==> src/rtl/issue_buffer.sv <==
// rtl/issue_buffer.sv - in-order dual-issue instruction queue between decode and issue
package issue_pkg;
    typedef struct packed {
        logic        o_valid;
        logic [31:0] pc;
        logic        rf_we;
        logic [4:0]  rf_rd;
        logic [4:0]  rf_raddr1;
        logic [4:0]  rf_raddr2;
        logic [3:0]  ldst_type;
        logic [3:0]  br_type;
    } PC_set;
endpackage

module issue_buffer
    import issue_pkg::*;
#(
    parameter int DEPTH = 8,
    localparam int PTR_W = $clog2(DEPTH)
) (
    input  logic             clk,
    input  logic             rst,
    input  PC_set            d_set1,
    input  PC_set            d_set2,
    input  logic             d_valid1,
    input  logic             d_valid2,
    output logic             d_ready,
    input  logic             flush_BR,
    input  logic             stall_DCache,
    output PC_set            i_set1,
    output PC_set            i_set2,
    output logic [1:0]       issue_cnt,
    output logic [PTR_W:0]   buf_cnt
);

    localparam logic [PTR_W:0] READY_MAX = (PTR_W + 1)'(DEPTH - 2);

    PC_set            mem [DEPTH];
    logic [PTR_W-1:0] head;
    logic [PTR_W-1:0] tail;
    logic [PTR_W-1:0] head_nxt1;
    logic [PTR_W-1:0] tail_nxt1;
    logic [PTR_W:0]   count;
    PC_set            ent_a;
    PC_set            ent_b;
    logic             v_a;
    logic             v_b;
    logic             raw;
    logic             both_mem;
    logic             pair_ok;
    logic             enq_en;
    logic [1:0]       enq_cnt;

    assign head_nxt1 = head + 1'b1;
    assign tail_nxt1 = tail + 1'b1;
    assign ent_a     = mem[head];
    assign ent_b     = mem[head_nxt1];

    // Readiness looks only at registered occupancy so the decoder sees no path from issue.
    assign d_ready = (count <= READY_MAX);
    assign buf_cnt = count;

    assign raw = ent_a.rf_we && (ent_a.rf_rd != 5'd0) &&
                 ((ent_b.rf_raddr1 == ent_a.rf_rd) || (ent_b.rf_raddr2 == ent_a.rf_rd));
    assign both_mem = ent_a.ldst_type[3] && ent_b.ldst_type[3];
    assign pair_ok  = !raw && !both_mem && (ent_a.br_type == 4'd0);

    assign v_a = (count != '0);
    assign v_b = (count > (PTR_W + 1)'(1)) && v_a && pair_ok;

    always_comb begin
        i_set1 = '0;
        i_set2 = '0;
        if (v_a) begin
            i_set1         = ent_a;
            i_set1.o_valid = 1'b1;
        end
        if (v_b) begin
            i_set2         = ent_b;
            i_set2.o_valid = 1'b1;
        end
    end

    assign issue_cnt = (stall_DCache || flush_BR) ? 2'd0 : (2'(v_a) + 2'(v_b));

    assign enq_en  = d_ready && !flush_BR;
    assign enq_cnt = enq_en ? (2'(d_valid1) + 2'(d_valid2)) : 2'd0;

    always_ff @(posedge clk) begin
        if (enq_en && d_valid1) begin
            mem[tail] <= d_set1;
        end
        if (enq_en && d_valid2) begin
            mem[tail_nxt1] <= d_set2;
        end
    end

    always_ff @(posedge clk or posedge rst) begin
        if (rst) begin
            head  <= '0;
            tail  <= '0;
            count <= '0;
        end else if (flush_BR) begin
            head  <= '0;
            tail  <= '0;
            count <= '0;
        end else begin
            head  <= head + PTR_W'(issue_cnt);
            tail  <= tail + PTR_W'(enq_cnt);
            count <= count + (PTR_W + 1)'(enq_cnt) - (PTR_W + 1)'(issue_cnt);
        end
    end

endmodule

==> config.mk <==
export PLATFORM = sky130hd
export DESIGN_NAME = issue_buffer
export DESIGN_NICKNAME = d
export VERILOG_FILES = /design/src/rtl/issue_buffer.sv
export SDC_FILE = /design/constraint.sdc
export NUM_CORES = 1
export LEC_CHECK = 0
export CAP_MARGIN = 20
export CORE_ASPECT_RATIO = 0.8
export CORE_MARGIN = 1.5
export CORE_UTILIZATION = 37
export CTS_CLUSTER_DIAMETER = 60
export DETAILED_ROUTE_END_ITERATION = 8
export PLACE_DENSITY = 0.63
export SYNTH_ARGS = -nofsm -noshare
export SYNTH_HDL_FRONTEND = slang
export SYNTH_SLANG_ARGS = --single-unit
==> constraint.sdc <==
create_clock -name clk -period 6.8 [get_ports clk]
set_clock_uncertainty 0.05 [all_clocks]
set_input_delay 1.02 -clock clk [delete_from_list [all_inputs] [get_ports clk]]
set_output_delay 1.02 -clock clk [all_outputs]
set_load 0.02 [all_outputs]
==> results of run 1 <==
-- metal layers --
layer | wire length, um | part of all wire [%] | up-vias
met4 | 1591 | 2.0 | 22
met5 | 137 | 0.17 | -
li1 | - | - | 6973
met3 | 5557 | 7.0 | 128
met2 | 37970 | 48 | 520
met1 | 34510 | 43 | 8584
-- layout by cell type (no fill, tap or decap), drive strengths merged, types with 2 or more instances in the layout --
cell type,Yosys,layout
edfxtp,448,448
nor2,114,114
clkinvlp,0,2
o21ai,4,4
diode,0,5
bufinv,0,6
nand3,3,3
inv,14,16
clkinv,1,22
buf,82,43
o21bai,3,3
clkbuf,43,69
xnor2,7,7
nor4,2,2
mux4,217,217
fa,4,4
mux2i,133,133
nor3,11,11
nor2b,5,5
mux2,448,448
nand2b,2,2
clkdlybuf4s50,0,238
and3,5,5
nand2,10,10
dfrtp,10,10
and2,2,2
a21oi,2,2
ha,13,13
nand3b,2,2
xor2,10,10
nand4,2,2
-- sequential cells by signal, indices dropped and copies added, names as in the netlist --
signal,flops
tail,3
buf_cnt,4
head,3
mem,448
-- report_power, final --
part / internal (mW) / total, mW / switching [mW]
registers: 3.32 / 3.40 / 0.0821
logic: 1.51 / 3.28 / 1.77
clock network: 1.73 / 2.91 / 1.18
total: 6.56 / 9.60 / 3.04
-- through the flow --
stage	area (um2)	hold WS (ns)	instances
2_1_floorplan	26900	0.5725	1604
3_3_place_gp	30390	0.6496	2705
3_5_place_dp	30390	0.6908	2705
4_1_cts	32150	0.6888	2805
5_1_grt	32160	0.7524	2808
6_report	32170	0.6972	2810
-- critical path, stage by stage (launching register included) --
cell and delay [ns]:
dfrtp_4 0.44, buf_12 0.56, clkinv_1 0.60, mux2i_1 0.70, and3_1 0.27, a31oi_1 0.14, nand4_2 0.17, nand2_1 0.45
nor3_1 0.64, clkdlybuf4s50_1 0.72
-- final timing paths --
path                                              to  slack [ns]
max in group asynchronous          head[2]$_DFF_PP0_        5.63
min in group asynchronous       buf_cnt[2]$_DFF_PP0_        0.71
worst max register to register  buf_cnt[3]$_DFF_PP0_        1.27
worst min register to register  buf_cnt[0]$_DFF_PP0_        0.70
worst min-delay path            buf_cnt[0]$_DFF_PP0_        0.70
worst max-delay path                      i_set2[33]        0.43
-- area by class of cell --
cell class | count | area share (%)
Multi-Input combinational cell | 1006 | 39.39
Inverter | 15 | 0.1750
Tap cell | 945 | 3.676
Timing Repair Buffer | 281 | 8.604
Antenna cell | 5 | 0.03890
Sequential cell | 458 | 42.64
Clock buffer | 69 | 4.504
Clock inverter | 31 | 0.9764
-- cell families after synthesis --
group / share of synthesized area [%]
xor gates and xnor gates: 0.6233
buffers and inverters: 2.572
AOI/OAI and AO/OA: 0.3442
and+or+nand+nor: 2.721
adders and majority gates: 0.9024
muxes: 41.90
DFF: 50.94
==> summary.txt, run 1 <==
Pwr
  – P_leak: 10.02 nW
  – Total chip power: 9.595 mW
  – Worst VDD drop: 193.0 uV
  – Pwr/cell area: between 200 and 300 nW/um2

Setup path
  – Startpoint types: flop
  – Critical register-to-register path startpoint: head[1]$_DFF_PP0_
  – Crit path launch: head[1]$_DFF_PP0_
  – Worst Path Max Fanout: 78
  – WP data arrival: 5.30 ns
  – Crit path required time: 5.73 ns
  – Critical path type: flop to output port
  – Reg2Reg Depth: 18
  – CP Capture Type: output port

Global route
  – GRT busiest layer: met2
  – Initial antenna violation count: 15
  – Grt met3 use: 4.454%
  – Total global routing track utilization: a little over a fifth
  – M2 GR Usage: ~35%
  – Global-route wire length before repair: 115800 um
  – Pin count of the biggest net entering global routing: 102
  – Vias in the first global route: 17145
  – GRT overflow: 0
  – Routing usage on met1: between 20 and 30%

Clocking
  – H-tree depth: 2
  – CTS clock-pin slew for the worst setup and hold paths: 0.06 ns
  – CTS tree: built
  – Cts hold-fix bufs: 0
  – Clock sinks: 458
  – Inserted Clock Buffers: 54
  – Clock Path Buffers: 3
  – # resized after CTS: 0
  – Setup bufs post-CTS: 0
  – CTS root buffer: clkbuf_16
  – Clk_lat worst skew: 0.61 ns

Placed design
  – Gpl congestion: just under 0.8
  – PortBufs: 238
  – Pre-CTS WS: 1.040 ns
  – Dpl hpwl: 46400 um

Hold path
  – Worst Hold Depth: 2
  – Hold_sp: buf_cnt[0]$_DFF_PP0_
  – Worst min-delay path category: flop to flop

Run status
  – Status: finished, final reports clean

Routing
  – Vias after detailed routing: 16227
  – Routed Antenna Nets: 0
  – Total routed wirelength: 79760 um
  – Via density: 5.775
  – Routed WL per cell: 28.38 um
  – DRC viols: 0
  – Initial detailed-routing violation count: 1444
  – Drt first pass iters: 5

STA
  – Min Tclk post-route: roughly 6.4 ns
  – Worst slew margin: roughly a quarter
  – Final hold vios: 0
  – Setup TNS Final: 0 ns
  – FMAX: 156.9 MHz
  – Final setup margin: 0.4256 ns
  – Slew @ Worst Pin: roughly 1.1 ns
  – Fin. max-slew vios: 0
  – Unrepaired setup endpoints after global routing: no
  – Setup violators final: 0
  – Final worst path period share: between 90% and 100%

Floorplan
  – Die area: 74340 um2
  – I/O pin cnt: 241
  – Initial core utilization: a little under two fifths
  – Die width: between 300 and 400 um
  – Die height: between 200 and 250 um
  – Core area: 72010 um2
  – Row count: just under 90

Logic synthesis
  – Synth area leaders: edfxtp_1, mux2_2, mux4_2
  – Ys Warns: 0
  – Sequential-to-total area share from yosys stat: roughly half
  – Synthesized flop and latch total: ~460
  – Area share of the largest cell type after synthesis: 50.01%
  – Most used flip-flop cell after synthesis: edfxtp_1
  – Net Count, Synth: 1741
  – Cells after synthesis: 1604
  – Ys async rst share: 2.183%
  – Synth cell types: 43
  – Post-synth EDFFs: about 450
  – Most area-hungry cell type in the Yosys netlist: edfxtp_1
  – Synth Area per Inst: 16.77 um2
  – Post-synth top cells: edfxtp_1, mux2_2, mux4_2, mux2i_1, nor2_1
  – Area of the mapped netlist: roughly 27000 um2

Finish
  – Filler cell count in the final layout: 6336
  – Area Overhead vs Synth: 19.57%
  – Layout cells sized above 1: 44.46%
  – Nets: 1953
  – Reg area: 13710 um2
  – Area of the multi-input gates: 12670 um2
  – Layout Utilization: around 45%

Flow run
  – Max_cap viols: 0
(Power assumes the default switching activity.)
==> run 2: changes to the inputs <==
Settings changed: CORE_ASPECT_RATIO 0.8 to 0.7, PLACE_DENSITY 0.63 to 0.64.
==> summary.txt, run 2 (same netlist as run 1, synthesis figures left out) <==
Floorplan
  – Die area: 74360 um2 (about the same)
  – I/O pin cnt: 241 (unchanged)
  – Die height: 228.6 um (-6.4%)
  – Core area: 71720 um2 (-0.41%)
  – Row count: 82 (-6.8%)
  – Die width: 325.3 um (+6.8%)
  – Initial core utilization: 37.51% (+0.15 points)

Setup path
  – Crit path required time: 5.73 ns (about the same)
  – Slowest-stage cell, CP: ha_4
  – Crit path buffers/inverters: 2 (-1)
  – Worst Path Max Fanout: 35 (-55%)
  – Critical register-to-register path startpoint: head[1]$_DFF_PP0_
  – Crit-path leading delay family: simple AND/OR/NAND/NOR gates
  – Critical path type: flop to output port
  – CP Capture Type: output port
  – CP Cell Sequence: ha_4, buf_4, mux4_2, mux2i_1, xnor2_1, nand4_2, nand2_1, nor3_1, clkdlybuf4s50_1
  – WP data arrival: 5.40 ns (+0.10 ns)
  – Crit path launch: head[1]$_DFF_PP0_
  – Startpoint types: flop
  – CP peak stage delay: 0.84 ns (+0.12 ns)

STA
  – Slew @ Worst Pin: 1.174 ns (+0.07374 ns)
  – Min Tclk post-route: 6.470 ns (+0.09572 ns)
  – Final hold vios: 0 (unchanged)
  – Final worst path period share: 95.15% (+1.4 points)
  – Worst hold slack: 0.6617 ns (-0.03549 ns)
  – Fin. max-slew vios: 0 (unchanged)
  – Worst slew margin: 21.72% (-4.9 points)
  – Setup violators final: 0 (unchanged)
  – FMAX: 154.6 MHz (-1.5%)
  – Unrepaired setup endpoints after global routing: no
  – Setup TNS Final: 0 ns (unchanged)

Routing
  – Routed Antenna Nets: 0 (unchanged)
  – Drt first pass iters: 5 (unchanged)
  – Initial detailed-routing violation count: 1388 (-3.9%)
  – Total routed wirelength: 81330 um (+2.0%)
  – Via density: 5.800 (+0.44%)
  – Vias after detailed routing: 16391 (+1.0%)
  – Routed WL per cell: 28.78 um (+1.4%)
  – DRC viols: 0 (unchanged)

Placed design
  – Dpl hpwl: 47670 um (+2.7%)
  – Post-place instance area: 30430 um2 (+0.14%)
  – Gpl congestion: 0.7796 (-1.8%)
  – PortBufs: 238 (unchanged)

Global route
  – Total global routing track utilization: 21.62% (+0.41 points)
  – Pin count of the biggest net entering global routing: 99 (-2.9%)
  – Vias in the first global route: 17265 (+0.70%)
  – Global-route wire length before repair: 118600 um (+2.4%)
  – Initial antenna violation count: 16 (+1)
  – GRT overflow: 0 (unchanged)

Clocking
  – # resized after CTS: 0 (unchanged)
  – CTS tree: built
  – Clock sinks: 458 (unchanged)
  – Clk_lat worst skew: 0.61 ns (about the same)
  – CTS clock-pin slew for the worst setup and hold paths: 0.06 ns (about the same)
  – Setup bufs post-CTS: 0 (unchanged)
  – Cts hold-fix bufs: 0 (unchanged)
  – Clock Path Buffers: 3 (unchanged)
  – Inserted Clock Buffers: 51 (-5.6%)
  – H-tree depth: 2 (unchanged)
  – CTS root buffer: clkbuf_16

Finish
  – Nets: 1952 (-0.051%)
  – Most frequent cells in the layout: mux2_2, edfxtp_1, clkdlybuf4s50_1
  – Filler cell count in the final layout: 6201 (-2.1%)
  – Layout Utilization: 44.71% (about the same)
  – Max FFs per register: 448 (unchanged)
  – Layout cells sized above 1: 44.40% (-0.066 points)
  – Area Overhead vs Synth: 19.18%
  – Design Area, Final: 32060 um2 (-0.33%)
  – Top reg by flops: mem

Pwr
  – Pwr/cell area: 294.7 nW/um2 (-1.2%)
  – P_leak: 9.965 nW (-0.59%)
  – Worst VDD drop: 248.8 uV (+29%)

Hold path
  – Worst min-delay path category: input port to async pin

Flow run
  – Max_cap viols: 0 (unchanged)

Run status
  – Status: finished, final reports clean
-- run 2: power breakdown --
group | switching (mW) | total [mW] | internal [mW]
Clock | 1.19 | 2.74 | 1.55
Combinational | 1.77 | 3.29 | 1.52
Sequential | 0.103 | 3.42 | 3.31
-- run 2: final timing paths --
| check | cells past startpoint | slack [ns] | endpoint |
|---|---|---|---|
| max | 9 | 0.33 | i_set2[0] |
| min | 2 | 0.66 | tail[1]$_DFF_PP0_ |
| max reg2reg | 19 | 1.30 | buf_cnt[3]$_DFF_PP0_ |
| min reg2reg | 2 | 0.72 | buf_cnt[0]$_DFF_PP0_ |
| max in group asynchronous | 2 | 5.70 | head[1]$_DFF_PP0_ |
| min in group clk | 2 | 0.72 | buf_cnt[0]$_DFF_PP0_ |
-- run 2: cell type report --
class                           instances  area, um2  share of cell area, %
Sequential cell                       458      13710                  42.78
Multi-Input combinational cell       1006      12670                  39.52
Timing Repair Buffer                  283       2783                  8.679
Clock buffer                           58       1324                  4.129
Tap cell                              966       1209                  3.770
Clock inverter                         36      295.3                 0.9210
Inverter                               15      56.30                 0.1756
Antenna cell                            4      10.01                0.03122
-- run 2: through the flow --
step | instances | worst slack [ns] | power, mW
2_1_floorplan | 1604 | 0.3622 | 5.518
3_3_place_gp | 2728 | 0.9921 | 6.747
3_5_place_dp | 2728 | 1.007 | 6.781
4_1_cts | 2822 | 0.3485 | 9.522
5_1_grt | 2823 | 0.0001488 | 9.815
6_report | 2826 | 0.3298 | 9.450
-- run 2: worst register-to-register path, stage by stage, from the launching register on --
cell and delay (ns):
dfrtp_4 0.69, ha_4 0.85, buf_4 0.29, mux2i_1 0.08, mux4_2 0.53, xor2_1 0.17, nor3_1 0.28, nand4_2 0.22
nand3b_4 0.30, inv_2 0.09, ha_1 0.20, nand2_1 0.14, inv_1 0.10, fa_1 0.54, inv_1 0.06, ha_1 0.27
a21o_1 0.16, a21oi_1 0.17, xnor2_1 0.13, nor2_1 0.06
-- run 2: per-layer routing --
layer,track usage [%],vias to the layer above,part of all wire (%)
li1,-,6967,-
met1,29.51,8647,43
met2,34.48,624,47
met3,5.719,129,8.4
met4,5.009,24,1.9
met5,0,-,0.18
